## config.mk

```make
export PLATFORM = sky130hd
export DESIGN_NAME = rambyte_stream_loader
export DESIGN_NICKNAME = d
export VERILOG_FILES = /design/src/rtl/rambyte_stream_loader.sv
export SDC_FILE = /design/constraint.sdc
export NUM_CORES = 1
export LEC_CHECK = 0
export CAP_MARGIN = 20
export CELL_PAD_IN_SITES_DETAIL_PLACEMENT = 0
export CELL_PAD_IN_SITES_GLOBAL_PLACEMENT = 1
export CORE_UTILIZATION = 37
export CTS_BUF_LIST = sky130_fd_sc_hd__clkbuf_8
export CTS_CLUSTER_SIZE = 20
export DETAILED_ROUTE_END_ITERATION = 12
export PLACE_DENSITY = 0.86
export SETUP_SLACK_MARGIN = 0.05
export SYNTH_ARGS = -nofsm -noshare
export SYNTH_HDL_FRONTEND = slang
export SYNTH_SLANG_ARGS = --single-unit
```

## constraint.sdc

```tcl
create_clock -name CLK -period 3.12 [get_ports CLK]
set_input_delay 0.936 -clock CLK [delete_from_list [all_inputs] [get_ports CLK]]
set_output_delay 0.936 -clock CLK [all_outputs]
set_load 0.01 [all_outputs]
```

## src/rtl/rambyte_stream_loader.sv

```systemverilog
// rambyte_stream_loader: sequences a byte-wide synchronous block RAM.
// LOAD writes an incoming valid/ready byte stream into RAM starting at a
// latched address; DUMP reads a region back out as a valid/ready stream.
// While busy this block is the only driver of the RAM port.
module rambyte_stream_loader #(
  parameter int ADDR_W = 14,
  parameter int LEN_W  = 15
) (
  input  logic              CLK,
  input  logic              RST,
  input  logic              CMD_LOAD,
  input  logic              CMD_DUMP,
  input  logic [ADDR_W-1:0] START_ADDR,
  input  logic [LEN_W-1:0]  LENGTH,
  output logic              BUSY,
  output logic              DONE,
  input  logic [7:0]        S_DATA,
  input  logic              S_VALID,
  output logic              S_READY,
  output logic [7:0]        M_DATA,
  output logic              M_VALID,
  input  logic              M_READY,
  output logic              RAM_EN,
  output logic              RAM_WE,
  output logic [ADDR_W-1:0] RAM_ADDR,
  output logic [7:0]        RAM_DI,
  input  logic [7:0]        RAM_DO
);

  typedef enum logic [2:0] {
    ST_IDLE,
    ST_LOAD,
    ST_RD,
    ST_CAP,
    ST_OUT,
    ST_FIN
  } state_t;

  state_t             state;
  logic [ADDR_W-1:0]  addr;
  logic [LEN_W-1:0]   remaining;
  logic [7:0]         m_data;

  // Command sequencing: address/length bookkeeping and state transitions.
  always_ff @(posedge CLK or posedge RST) begin
    if (RST) begin
      state     <= ST_IDLE;
      addr      <= '0;
      remaining <= '0;
      m_data    <= '0;
    end else begin
      case (state)
        ST_IDLE: begin
          if (CMD_LOAD || CMD_DUMP) begin
            addr      <= START_ADDR;
            remaining <= LENGTH;
            if (LENGTH == '0)
              state <= ST_FIN;
            else if (CMD_LOAD)
              state <= ST_LOAD;
            else
              state <= ST_RD;
          end
        end
        ST_LOAD: begin
          if (S_VALID) begin
            addr      <= addr + 1'b1;
            remaining <= remaining - 1'b1;
            if (remaining == LEN_W'(1))
              state <= ST_FIN;
          end
        end
        ST_RD: begin
          state <= ST_CAP;
        end
        ST_CAP: begin
          m_data <= RAM_DO;
          state  <= ST_OUT;
        end
        ST_OUT: begin
          if (M_READY) begin
            remaining <= remaining - 1'b1;
            if (remaining == LEN_W'(1)) begin
              state <= ST_FIN;
            end else begin
              addr  <= addr + 1'b1;
              state <= ST_RD;
            end
          end
        end
        ST_FIN: begin
          state <= ST_IDLE;
        end
        default: begin
          state <= ST_IDLE;
        end
      endcase
    end
  end

  // Status, stream and RAM port outputs decoded from the state register.
  // RAM_DI follows S_DATA only in LOAD so it reads 0 under reset and idle.
  always_comb begin
    BUSY     = (state != ST_IDLE);
    DONE     = (state == ST_FIN);
    S_READY  = (state == ST_LOAD);
    M_VALID  = (state == ST_OUT);
    M_DATA   = m_data;
    RAM_WE   = (state == ST_LOAD) && S_VALID;
    RAM_EN   = ((state == ST_LOAD) && S_VALID) || (state == ST_RD);
    RAM_ADDR = addr;
    RAM_DI   = (state == ST_LOAD) ? S_DATA : '0;
  end

endmodule

```

==> flow_metrics.py <==
metrics = {
    "timing": {
        "finClkSkew_ns": 0.00410,
        "drv_slew": 0,
        "fmax_mhz": 334,
        "hold_violations": 0,
        "period_minus_slack_ns": 2.99,
        "finalSetupTns_ns": 0,
        "maxSlewHeadroom": 0.641,
        "period_share": 0.958,
        "rsz0062_at_grt": "false",
        "worst_pin_slew_ns": 0.537,
        "setup_violations": 0,
    },
    "status": {
        "status": "finished, violations left",
        "violations": "design-rule violations",
    },
    "worst_hold_path": {
        "hp-start": "M_DATA[1]",
        "holdPathStages": 1,
        "hp-class": "reg2reg",
        "holdPathEnd": "M_DATA[1]",
    },
    "cells_and_area": {
        "final_common_cell": "clkdlybuf4s50_1",
        "n_antenna_cell": 0,
        "drive_above_1_share": 0.0963,
        "final_cell_mix": "clkdlybuf4s50_1, dfrtp_1, a21oi_1",
        "n_fill_cell": 614,
        "area_delta_synth_final_pct": 40.6,
        "final_nets": 427,
    },
    "grt": {
        "grt_max_degree": 60,
        "grt_overflow_total": 0,
        "grt_use_total": 0.199,
        "grt_pass1_vias": 2421,
        "antenna_found_initial": 0,
        "grt_pass1_wl_um": 11500,
    },
    "critical_path": {
        "rrSetupSlack_ns": 0.90,
        "startpoint_type": "primary input",
        "crit_fanout": 1,
        "cp.required_ns": 2.18,
        "crit_type": "in2out",
        "end_kind": "output pin",
        "r2r_end": "RAM_ADDR[2]",
        "r2r_start": "remaining[2]",
        "crit_arrival_ns": 2.05,
        "r2r_cells": 5,
    },
    "pwr": {
        "finalPower_uw": 3620,
        "ir_worst_vdd_mv": 0.571,
        "p_per_area_nw_per_um2": 1030,
        "p_leak_uw": 0.00140,
    },
    "detailed_routing": {
        "drt-initial-drc-count": 111,
        "drt_wl_total_um": 6860,
        "drt-pass1-iter-count": 8,
        "drc": 6,
        "wl_per_cell_um": 15.2,
        "ant_nets": 0,
        "num_vias": 2517,
        "vias_per_cell": 5.58,
    },
    "cts": {
        "post_cts.repair.setup_buffers": 0,
        "tritoncts": "built",
        "clkSinkCount": 40,
        "numCtsBuffers": 5,
        "root_buffer": "clkbuf_8",
        "path_clk_slew_ns": 0.08,
        "clockBufferDepth": 2,
        "clk_latency_ns": 0.30,
        "postCtsHoldBufs": 0,
        "cts_max_level": 2,
    },
    "synthesis": {
        "syn_inst": 293,
        "yosysWarnings": 0,
        "syn_area_um2": 2500,
        "synth_nets": 347,
        "synthArstFlopShare": 1.00,
        "synth_area_leaders": "dfrtp_1, a21oi_1, nand2_1",
        "synth_edf_count": 0,
        "yosysTopAreaCell": "dfrtp_1",
        "synth_flop_cell": "dfrtp_1",
        "yosysUniqueCellTypes": 48,
        "postSynthAreaPerCell_um2": 8.54,
        "synth-seq-cells": 40,
        "synth_top_area_share": 0.400,
        "yosysSeqAreaShare": 0.400,
    },
    "placement": {
        "gp_congestion": 0.791,
        "port_buffers": 86,
        "dpl.hpwl_um": 4790,
    },
    "run": {
        "maxCapViolCount": 0,
    },
    "floorplan": {
        "dieArea_um2": 7090,
        "die_h_um": 84.2,
        "initial_core_util": 0.389,
        "core-area_um2": 6420,
        "fp.dieW_um": 84.2,
        "pin_count": 87,
        "row_count": 29,
    },
}
==> timing repair <==
item	in CTS	in global routing
gates resized for setup	1	2
setup endpoints to repair	1	3
endpoints found under the hold margin	0	0
==> area by class of cell <==
type	instances	area, um2	share of cell area
clock buffer	5	68.8	0.0196
timing repair buffer	92	907	0.258
tap	77	96.3	0.0274
clock inverter	3	38.8	0.0110
inverter	7	26.3	0.00747
sequential	40	1000	0.285
multi-input combinational	227	1380	0.392
==> stage by stage <==
stage / area [um2] / cells / hold slack (ns) / utilization / setup WS (ns)
3_5_place_dp: 3410 / 443 / 0.497 / 0.530 / 0.00542
3_3_place_gp: 3410 / 443 / 0.487 / 0.530 / 0.0165
2_1_floorplan: 2500 / 293 / 0.498 / - / 0.853
5_1_grt: 3520 / 451 / 0.528 / 0.548 / 0.107
4_1_cts: 3510 / 451 / 0.513 / 0.547 / 0.0787
6_report: 3520 / 451 / 0.506 / 0.548 / 0.130
==> logic make-up after synthesis <==
logic type / count (synthesis) / synth area share
adders and majority gates: 3 / 0.0150
buffers and inverters: 26 / 0.0525
muxes: 9 / 0.0400
DFF: 40 / 0.400
xor gates and xnor gates: 1 / 0.00350
and+or+nand+nor: 116 / 0.237
AOI/OAI and AO/OA: 98 / 0.252
==> worst max-delay path: stages <==
cell	delay, ns
clkdlybuf4s50_1	0.46
and2_1	0.12
clkdlybuf4s50_1	0.54
==> metal layers <==
metal  up-vias  track usage  part of all wire
met1      1224        0.260              0.46
met4         0       0.0470            0.0034
met3         2       0.0403             0.049
met2        66        0.341              0.49
li1       1225            -                 -
met5         -            0                 0
==> how the worst max path moves through the flow <==
stage	startpoint	to	slack, ns	cells past startpoint
floorplan	state[2]	RAM_DI[0]	0.85	5
global placement	S_VALID	RAM_EN	0.02	4
detailed placement	S_VALID	RAM_EN	0.005	4
CTS	S_VALID	RAM_WE	0.08	3
global route	S_DATA[7]	RAM_DI[7]	0.11	3
finish	S_DATA[7]	RAM_DI[7]	0.13	3
==> sequential cells by signal, summed over array words and instances, names as in the netlist <==
register,cells
M_DATA,8
RAM_ADDR,14
remaining,15
state,3
==> synth_stat cells, drive strengths merged (2+ instances only) <==
cell and instances:
dfrtp 40, a21oi 36, nand2 33, nor2 29, o21ai 21, nand3 14
and2 11, a2bb2oi 10, buf 10, o22ai 10, clkbuf 9, mux2 8
inv 7, nor4 7, nand4 5, nor2b 4, a31oi 3, and4 3
ha 3, nor3 3, o2bb2ai 3, a21o 2, a31o 2, nand2b 2
o211ai 2, o22a 2, o31ai 2, or3 2
==> power by group <==
group	internal, uW	switching, uW
combinational	1040	1090
clock	234	184
sequential	780	289
(Power assumes the default switching activity.)
